===== config.mk =====
export PLATFORM = sky130hd
export DESIGN_NAME = stopwatch_ctrl
export DESIGN_NICKNAME = d
export VERILOG_FILES = /design/src/rtl/stopwatch_ctrl.sv
export SDC_FILE = /design/constraint.sdc
export NUM_CORES = 1
export LEC_CHECK = 0
export ABC_CLOCK_PERIOD_IN_PS = 4300
export CAP_MARGIN = 20
export CORE_ASPECT_RATIO = 0.5
export CORE_MARGIN = 4
export CORE_UTILIZATION = 54
export CTS_CLUSTER_DIAMETER = 150
export DETAILED_ROUTE_END_ITERATION = 16
export GPL_TIMING_DRIVEN = 0
export PLACE_DENSITY = 0.86
export RECOVER_POWER = 50
export SYNTH_ARGS = -nofsm -noshare
export SYNTH_HDL_FRONTEND = slang
export SYNTH_SLANG_ARGS = --single-unit

===== constraint.sdc =====
create_clock -name clk -period 4.3 [get_ports clk]
set_clock_uncertainty 0.05 [all_clocks]
set_input_delay 0.43 -clock clk [delete_from_list [all_inputs] [get_ports clk]]
set_output_delay 0.43 -clock clk [all_outputs]
set_load 0.005 [all_outputs]

===== src/rtl/stopwatch_ctrl.sv =====
// Stopwatch controller: synchronised buttons/tick, IDLE/RUN/PAUSE/LAP FSM, BCD mm:ss.t counter.
// Define STOPWATCH_LAP_EN to build the LAP state, the snapshot register and btn_lap handling.
module stopwatch_ctrl #(
  parameter int MAX_MINUTES = 59
) (
  input  logic       clk,
  input  logic       rst,
  input  logic       tick_in,
  input  logic       btn_start_stop,
  input  logic       btn_lap,
  input  logic       btn_clear,
  output logic       div_rst,
  output logic [3:0] tenths,
  output logic [3:0] sec_ones,
  output logic [2:0] sec_tens,
  output logic [3:0] min_ones,
  output logic [2:0] min_tens,
  output logic       running,
  output logic       lap_frozen,
  output logic       overflow
);

  typedef enum logic [1:0] {
    IDLE  = 2'd0,
    RUN   = 2'd1,
    PAUSE = 2'd2
`ifdef STOPWATCH_LAP_EN
    , LAP = 2'd3
`endif
  } state_t;

  typedef struct packed {
    logic [2:0] mt;
    logic [3:0] mo;
    logic [2:0] st;
    logic [3:0] so;
    logic [3:0] t;
  } bcd_t;

  localparam logic [2:0] MAX_MT = 3'(MAX_MINUTES / 10);
  localparam logic [3:0] MAX_MO = 4'(MAX_MINUTES % 10);

  state_t state, state_nxt;
  bcd_t   cnt, cnt_nxt, inc, disp;
  logic   ovf_nxt, div_rst_nxt, at_max, counting;

  // Button history resets high so a button held through reset release is not an event
  logic [1:0] btn_s1, btn_s2, btn_prev;
  logic       clr_ev, ss_raw, ss_ev;
  logic       tick_s1, tick_s2, tick_prev, tick_ev;

  always_ff @(posedge clk or posedge rst) begin
    if (rst) begin
      btn_s1    <= '1;
      btn_s2    <= '1;
      btn_prev  <= '1;
      tick_s1   <= 1'b0;
      tick_s2   <= 1'b0;
      tick_prev <= 1'b0;
    end else begin
      btn_s1    <= {btn_clear, btn_start_stop};
      btn_s2    <= btn_s1;
      btn_prev  <= btn_s2;
      tick_s1   <= tick_in;
      tick_s2   <= tick_s1;
      tick_prev <= tick_s2;
    end
  end

  assign clr_ev  = btn_s2[1] & ~btn_prev[1];
  assign ss_raw  = btn_s2[0] & ~btn_prev[0];
  assign ss_ev   = ss_raw & ~clr_ev;
  assign tick_ev = tick_s2 & ~tick_prev;

`ifdef STOPWATCH_LAP_EN
  logic lap_s1, lap_s2, lap_prev, lap_ev;
  bcd_t snap, snap_nxt;

  always_ff @(posedge clk or posedge rst) begin
    if (rst) begin
      lap_s1   <= 1'b1;
      lap_s2   <= 1'b1;
      lap_prev <= 1'b1;
    end else begin
      lap_s1   <= btn_lap;
      lap_s2   <= lap_s1;
      lap_prev <= lap_s2;
    end
  end

  assign lap_ev = lap_s2 & ~lap_prev & ~clr_ev & ~ss_raw;
`else
  logic unused_lap;
  assign unused_lap = btn_lap;
`endif

  always_ff @(posedge clk or posedge rst) begin
    if (rst) begin
      state    <= IDLE;
      cnt      <= '0;
      overflow <= 1'b0;
      div_rst  <= 1'b1;
`ifdef STOPWATCH_LAP_EN
      snap     <= '0;
`endif
    end else begin
      state    <= state_nxt;
      cnt      <= cnt_nxt;
      overflow <= ovf_nxt;
      div_rst  <= div_rst_nxt;
`ifdef STOPWATCH_LAP_EN
      snap     <= snap_nxt;
`endif
    end
  end

  always_comb begin
    state_nxt = state;
    cnt_nxt   = cnt;
    ovf_nxt   = overflow;
    inc       = cnt;
`ifdef STOPWATCH_LAP_EN
    snap_nxt  = snap;
    counting  = (state == RUN) || (state == LAP);
`else
    counting  = (state == RUN);
`endif

    // BCD ripple increment
    if (cnt.t == 4'd9) begin
      inc.t = 4'd0;
      if (cnt.so == 4'd9) begin
        inc.so = 4'd0;
        if (cnt.st == 3'd5) begin
          inc.st = 3'd0;
          if (cnt.mo == 4'd9) begin
            inc.mo = 4'd0;
            inc.mt = cnt.mt + 3'd1;
          end else begin
            inc.mo = cnt.mo + 4'd1;
          end
        end else begin
          inc.st = cnt.st + 3'd1;
        end
      end else begin
        inc.so = cnt.so + 4'd1;
      end
    end else begin
      inc.t = cnt.t + 4'd1;
    end

    at_max = (cnt.mt == MAX_MT) && (cnt.mo == MAX_MO) && (cnt.st == 3'd5) &&
             (cnt.so == 4'd9) && (cnt.t == 4'd9);

    if (counting && tick_ev) begin
      if (at_max) ovf_nxt = 1'b1;
      else        cnt_nxt = inc;
    end

    case (state)
      IDLE: begin
        if (ss_ev) state_nxt = RUN;
      end
      RUN: begin
        if (ss_ev) state_nxt = PAUSE;
`ifdef STOPWATCH_LAP_EN
        else if (lap_ev) begin
          state_nxt = LAP;
          snap_nxt  = cnt;
        end
`endif
      end
`ifdef STOPWATCH_LAP_EN
      LAP: begin
        if (ss_ev)       state_nxt = PAUSE;
        else if (lap_ev) state_nxt = RUN;
      end
`endif
      PAUSE: begin
        if (clr_ev) begin
          state_nxt = IDLE;
          cnt_nxt   = '0;
          ovf_nxt   = 1'b0;
`ifdef STOPWATCH_LAP_EN
          snap_nxt  = '0;
`endif
        end else if (ss_ev) begin
          state_nxt = RUN;
        end
      end
      default: state_nxt = IDLE;
    endcase

    // Saturation overrides any button-driven transition
    if (counting && tick_ev && at_max) state_nxt = PAUSE;

`ifdef STOPWATCH_LAP_EN
    div_rst_nxt = !((state_nxt == RUN) || (state_nxt == LAP));
`else
    div_rst_nxt = (state_nxt != RUN);
`endif
  end

`ifdef STOPWATCH_LAP_EN
  assign disp       = (state == LAP) ? snap : cnt;
  assign running    = (state == RUN) || (state == LAP);
  assign lap_frozen = (state == LAP);
`else
  assign disp       = cnt;
  assign running    = (state == RUN);
  assign lap_frozen = 1'b0;
`endif

  assign min_tens = disp.mt;
  assign min_ones = disp.mo;
  assign sec_tens = disp.st;
  assign sec_ones = disp.so;
  assign tenths   = disp.t;

endmodule


==> metrics.cfg, run 1 <==
[setup_path]
r2r-end = sec_ones[2]$_DFF_PP0_
critical_path_class = reg -> reg
cp-start-kind = flip-flop
r2r_cells = 3
crit_path_end_kind = flip-flop
cp-startpoint = btn_s2[1]$_DFF_PP1_
r2r_start = btn_s2[1]$_DFF_PP1_
critical_path_required_ns = 4.41
path_max_fanout = 10
worstPathArrival_ns = 2.18
reg2reg_slack_ns = 2.23

[sta]
worst_pin_slew_ns = 1.29
rsz0062_at_grt = no
max_freq_mhz = 482
setup_viol = 0
setup_tns_ns = 0
holdWs_ns = 0.299
relSlewSlack = 0.140
slew_violations = 0
period_share = 0.482
min_period_ns = 2.07
hold_viol = 0

[floorplan]
rows = 13
dieWidth_um = 82.0
coreArea_um2 = 2600
io_pins = 28
die-area_um2 = 3690
fp.dieH_um = 45.0
start_util = 0.569

[synth]
synth_cell_type_count = 35
synth_seq_area_share = 0.530
synth_flop_cell = dfrtp_1
avgSynthCellArea_um2 = 10.4
async_reset_ff_frac = 1.00
ys.warnings.count = 0
synth-edff-count = 0
synth_nets = 152
yosysTopAreaCell = dfrtp_1
netlist_instances = 142
synth_top_area_frac = 0.406
synthTopCellsByArea = dfrtp_1 (41%), dfstp_2 (12%), a21oi_1 (4.4%), o21ai_0 (4.1%), ha_1 (3.4%)
ys_ff_latch = 31
netlist_area_um2 = 1480

[clock_network]
cts_max_level = 2
postCtsSetupBuffers = 0
cts_tree = done
path_clk_slew_ns = 0.07
post_cts_resized = 0
clock_path_buffers = 2
clkSinkCount = 31
cts_buffers = 5
ctsHoldBuffers = 0
cts_root_buffer = clkbuf_8
clock_latency_ns = 0.29

[placed_design]
place.gp.congestion = 0.758
place_area_um2 = 1800
port_buffers = 25
place_hpwl_mm = 2.18

[drt]
wl_per_cell_um = 14.7
vias = 1222
drtPass1Iterations = 4
drt_wl_total_mm = 3.14
drc_errors = 0
antenna_left = 0
vias_per_cell = 5.74
drtIter0Drc = 111

[global_routing]
grt_max_degree = 25
track_usage = 0.199
grt_pass1_vias = 1150
grt_antenna_before_repair = 0
overflow = 0
grt_pass1_wl_mm = 5.24

[min_path]
min_to = tick_s2$_DFF_PP0_
worst_hold_path_type = reg -> reg
min_from = tick_s1$_DFF_PP0_
whs_path_depth = 0

[cells_and_area]
nets = 185
drive_gt1_frac = 0.102
layout_commonest_cell = dfrtp_1
fillCellCount = 186
area_growth_pct = 28.2
most-common-layout-cells = dfrtp_1 (24), clkdlybuf4s50_1 (20), a21oi_1 (13)
stdcell_area_um2 = 1900
n_antenna_cell = 0

[pwr]
p_per_area_nw_per_um2 = 428
p_total_mw = 0.813
leakage_nw = 0.767
vdd.ir_drop.worst_mv = 0.328

[run_status]
status = completed

[run]
maxCapViolCount = 0

kinds of logic (layout without fill, tap and decap cells):
kind of cell / Yosys count / in the layout / share of synthesized area
buf+inv: 12 / 46 / 0.0380
compound gates: 33 / 33 / 0.123
simple gates: 54 / 54 / 0.229
xor+xnor: 4 / 4 / 0.0237
flops: 31 / 31 / 0.530
other cells: 1 / 1 / 0.00253
fa+ha+maj: 4 / 4 / 0.0338
mux: 3 / 3 / 0.0203
registers in the layout, indices dropped and copies added (netlist names), 2 cells and up:
register and cells:
min_ones 4, state 2, sec_tens 3, btn_s1 2
btn_s2 2, min_tens 3, btn_prev 2, sec_ones 4
tenths 4
metal layers:
layer	vias to the layer above	wire length (um)	GRT usage
met5	-	0	0
met3	9	157	0.0737
met4	0	66	0.0762
li1	571	-	-
met1	603	1380	0.243
met2	39	1530	0.329
synth_stat cells (2+ instances only):
library cell,count
dfrtp_1,24
a21oi_1,13
o21ai_0,12
nand2_1,9
nor2_1,9
inv_1,8
dfstp_2,7
or3_1,6
nand3_1,5
ha_1,4
mux2i_1,3
nor2b_1,3
nor3_1,3
nor4bb_1,3
o31ai_1,3
or4_1,3
xnor2_1,3
clkbuf_1,2
nand3b_1,2
nand4_1,2
nand4bb_1,2
nor4_1,2
o211ai_1,2
worst max-delay path: stages, from the launching register on:
cell	delay (ns)
dfstp_1	0.54
nor4bb_1	0.82
clkbuf_1	0.44
nor2_1	0.10
through the flow:
| step | std cells | setup WS, ns | utilization |
|---|---|---|---|
| floorplan | 142 | 2.39 | - |
| global placement | 204 | 2.32 | 0.683 |
| detailed placement | 205 | 2.28 | 0.693 |
| CTS | 213 | 2.28 | 0.738 |
| global route | 213 | 1.95 | 0.729 |
| finish | 213 | 2.23 | 0.729 |
worst max path at each step:
stage | end | slack, ns | cells after the start
floorplan | min_ones[1]$_DFF_PP0_ | 2.39 | 5
global placement | sec_ones[1]$_DFF_PP0_ | 2.32 | 3
detailed placement | tenths[2]$_DFF_PP0_ | 2.28 | 3
CTS | tenths[2]$_DFF_PP0_ | 2.28 | 3
global route | tick_prev$_DFF_PP0_ | 1.95 | 3
finish | sec_ones[2]$_DFF_PP0_ | 2.23 | 3
final cells by class:
| cell class | instances | area [um^2] | area share |
|---|---|---|---|
| inverters | 8 | 30.0 | 0.0158 |
| repair buffers | 26 | 254 | 0.134 |
| flip-flops and latches | 31 | 785 | 0.413 |
| clock inverters | 2 | 35.0 | 0.0185 |
| clock buffers | 6 | 82.6 | 0.0435 |
| well taps | 37 | 46.3 | 0.0244 |
| plain buffers | 4 | 26.3 | 0.0138 |
| multi-input cells | 99 | 639 | 0.337 |
power breakdown:
| group | internal (mW) | switching [mW] |
|---|---|---|
| Sequential | 0.328 | 0.0466 |
| Combinational | 0.0867 | 0.0530 |
| Clock | 0.187 | 0.111 |
| Total | 0.602 | 0.210 |
Note: power is estimated with default switching activity, not from simulation.
==> run 2, diff against run 1 <==
--- a/config.mk
+++ b/config.mk
@@ -5,15 +5,15 @@
 export SDC_FILE = /design/constraint.sdc
 export NUM_CORES = 1
 export LEC_CHECK = 0
-export ABC_CLOCK_PERIOD_IN_PS = 4300
+export ABC_CLOCK_PERIOD_IN_PS = 2100
 export CAP_MARGIN = 20
 export CORE_ASPECT_RATIO = 0.5
 export CORE_MARGIN = 4
-export CORE_UTILIZATION = 54
+export CORE_UTILIZATION = 51
 export CTS_CLUSTER_DIAMETER = 150
 export DETAILED_ROUTE_END_ITERATION = 16
 export GPL_TIMING_DRIVEN = 0
-export PLACE_DENSITY = 0.86
+export PLACE_DENSITY = 0.82
 export RECOVER_POWER = 50
 export SYNTH_ARGS = -nofsm -noshare
 export SYNTH_HDL_FRONTEND = slang
==> constraint.sdc (replaced) <==
create_clock -name clk -period 2.1 [get_ports clk]
set_clock_uncertainty 0.05 [all_clocks]
set_input_delay 0.21 -clock clk [delete_from_list [all_inputs] [get_ports clk]]
set_output_delay 0.21 -clock clk [all_outputs]
set_load 0.005 [all_outputs]
==> run 2 against run 1 <==
Total power increased by 120%. Critical path type unchanged. Clock power increased by 100%. Largest power group unchanged. Register-to-register slack got worse by 2.1 ns. Maximum frequency increased by 3.7%. Sequential cell count unchanged.
==> metrics.cfg, run 2 (synthesis results as in run 1) <==
[run_status]
status = completed

[global_routing]
grt_antenna_before_repair = 0  ; unchanged
grt_pass1_wl_mm = 5.11  ; -2.6%
track_usage = 0.175  ; -0.0246
grt_pass1_vias = 1102  ; -4.2%
grt_max_degree = 25  ; unchanged
overflow = 0  ; unchanged

[sta]
layout_setup_ws_ns = 0.101  ; -2.13 ns
period_share = 0.952  ; +0.470
hold_viol = 0  ; unchanged
rsz0062_at_grt = yes
setup_viol = 0  ; unchanged
slew_violations = 0  ; unchanged
min_period_ns = 2.00  ; -0.0735 ns
max_freq_mhz = 500  ; +3.7%
worst_pin_slew_ns = 1.10  ; -0.194 ns
relSlewSlack = 0.269  ; +0.129

[setup_path]
worstPathArrival_ns = 2.16  ; -0.02 ns
cp-start-kind = flip-flop
crit_path_end_kind = flip-flop
slowest_stage = or4_4
crit_chain = nand4bb_4 > or4_4 > buf_6 > or3_1 > a21oi_1
critical_path_required_ns = 2.26  ; -2.15 ns
critical_path_class = reg -> reg
path_max_fanout = 10  ; unchanged
cpPeakStageDelay_ns = 0.56  ; -0.26 ns
reg2reg_slack_ns = 0.10  ; -2.13 ns
r2r-end = min_ones[1]$_DFF_PP0_
r2r_start = tenths[1]$_DFF_PP0_
r2r_cells = 5  ; +2

[cells_and_area]
fillCellCount = 202  ; +8.6%
n_antenna_cell = 0  ; unchanged
layout_commonest_cell = dfrtp_1
area_growth_pct = 33.4
most-common-layout-cells = dfrtp_1 (23), clkdlybuf4s50_1 (21), a21oi_1 (13)
utilization = 0.736  ; +0.00634
drive_gt1_frac = 0.149  ; +0.0469
fin_cells = 218  ; +2.3%
nets = 190  ; +2.7%
stdcell_area_um2 = 1970  ; +4.0%

[clock_network]
cts_tree = done
cts_buffers = 5  ; unchanged
clock_latency_ns = 0.28  ; about the same
clkSinkCount = 31  ; unchanged
cts_max_level = 2  ; unchanged
clock_path_buffers = 2  ; unchanged
path_clk_slew_ns = 0.07  ; about the same
ctsHoldBuffers = 0  ; unchanged
cts_root_buffer = clkbuf_8

[drt]
vias_per_cell = 5.48  ; -4.5%
antenna_left = 0  ; unchanged
vias = 1194  ; -2.3%
drtIter0Drc = 88  ; -21%
drt_wl_total_mm = 3.07  ; -2.1%
drtPass1Iterations = 4  ; unchanged
drc_errors = 0  ; unchanged
wl_per_cell_um = 14.1  ; -4.3%

[run]
maxCapViolCount = 0  ; unchanged

[placed_design]
post-place-ws_ns = 0.101  ; -2.18 ns
place.gp.congestion = 0.789  ; +4.0%
place_hpwl_mm = 2.06  ; -5.9%
port_buffers = 25  ; unchanged
place_area_um2 = 1800  ; unchanged
placedCellCount = 205  ; unchanged

[floorplan]
rows = 13  ; unchanged
start_util = 0.552  ; -0.0172
coreArea_um2 = 2680  ; +3.1%
io_pins = 28  ; unchanged
die-area_um2 = 3880  ; +5.1%
dieWidth_um = 84.2  ; +2.6%
fp.dieH_um = 46.1  ; +2.4%

[pwr]
p_per_area_nw_per_um2 = 885  ; +110%
leakage_nw = 0.803  ; +4.6%
vdd.ir_drop.worst_mv = 0.663  ; +100%
p_total_mw = 1.75  ; +120%

[min_path]
worst_hold_path_type = in -> async

==> run 2: cell types whose count changed in the layout (fill, tap and decap cells not counted), sizes merged <==
cell           previous run  this run
clkbuf                    9         8
dlymetal6s4s              0         1
dlygate4sd3               5         4
buf                       2         7
clkdlybuf4s50            20        21
==> run 2: critical path, delay by kind of cell, from the launching register on <==
family / cells / cell delay, ns
buf+inv: 1 / 0.15
flops: 1 / 0.44
compound gates: 1 / 0.15
simple gates: 3 / 1.12
==> run 2: where the power goes <==
part	switching, mW	internal (mW)
clock	0.226	0.384
sequential	0.0927	0.674
combinational	0.132	0.239
total	0.450	1.30
==> run 2: repair_timing <==
| item | 4_1_cts | 5_1_grt |
|---|---|---|
| setup buffers | 0 | 5 |
| gates resized for setup | 0 | 5 |
| setup endpoints to repair | 0 | 14 |
==> run 2: how the worst max path moves through the flow <==
stage,from,end,slack (ns),depth (start not counted)
floorplan,tenths[2]$_DFF_PP0_,min_ones[1]$_DFF_PP0_,0.19,5
global placement,btn_s2[1]$_DFF_PP1_,overflow$_DFF_PP0_,0.12,3
detailed placement,btn_s2[1]$_DFF_PP1_,sec_ones[2]$_DFF_PP0_,0.10,3
CTS,tenths[2]$_DFF_PP0_,min_ones[1]$_DFF_PP0_,0.07,5
global route,sec_tens[1]$_DFF_PP0_,min_tens[2]$_DFF_PP0_,-0.009,4
finish,tenths[1]$_DFF_PP0_,min_ones[1]$_DFF_PP0_,0.10,5
==> run 2: area by class of cell <==
type | count | area (um^2) | area share
flip-flops and latches | 31 | 786 | 0.398
multi-input cells | 99 | 668 | 0.338
repair buffers | 31 | 300 | 0.152
clock buffers | 6 | 82.6 | 0.0418
well taps | 37 | 46.3 | 0.0234
clock inverters | 2 | 35.0 | 0.0177
inverters | 8 | 30.0 | 0.0152
plain buffers | 4 | 26.3 | 0.0133
==> run 2: per-stage QoR <==
| step | hold slack, ns | setup TNS, ns |
|---|---|---|
| global route | 0.263 | -0.00936 |
| detailed placement | 0.286 | 0 |
| finish | 0.240 | 0 |
| global placement | 0.283 | 0 |
| floorplan | 0.164 | 0 |
| CTS | 0.151 | 0 |
==> run 2: per-layer routing <==
layer	global-route usage	share of wire	up-vias
met2	0.266	0.46	26
met3	0.0446	0.050	3
met1	0.234	0.48	574
met5	0	0	-
met4	0.0962	0.0026	0
li1	-	-	591
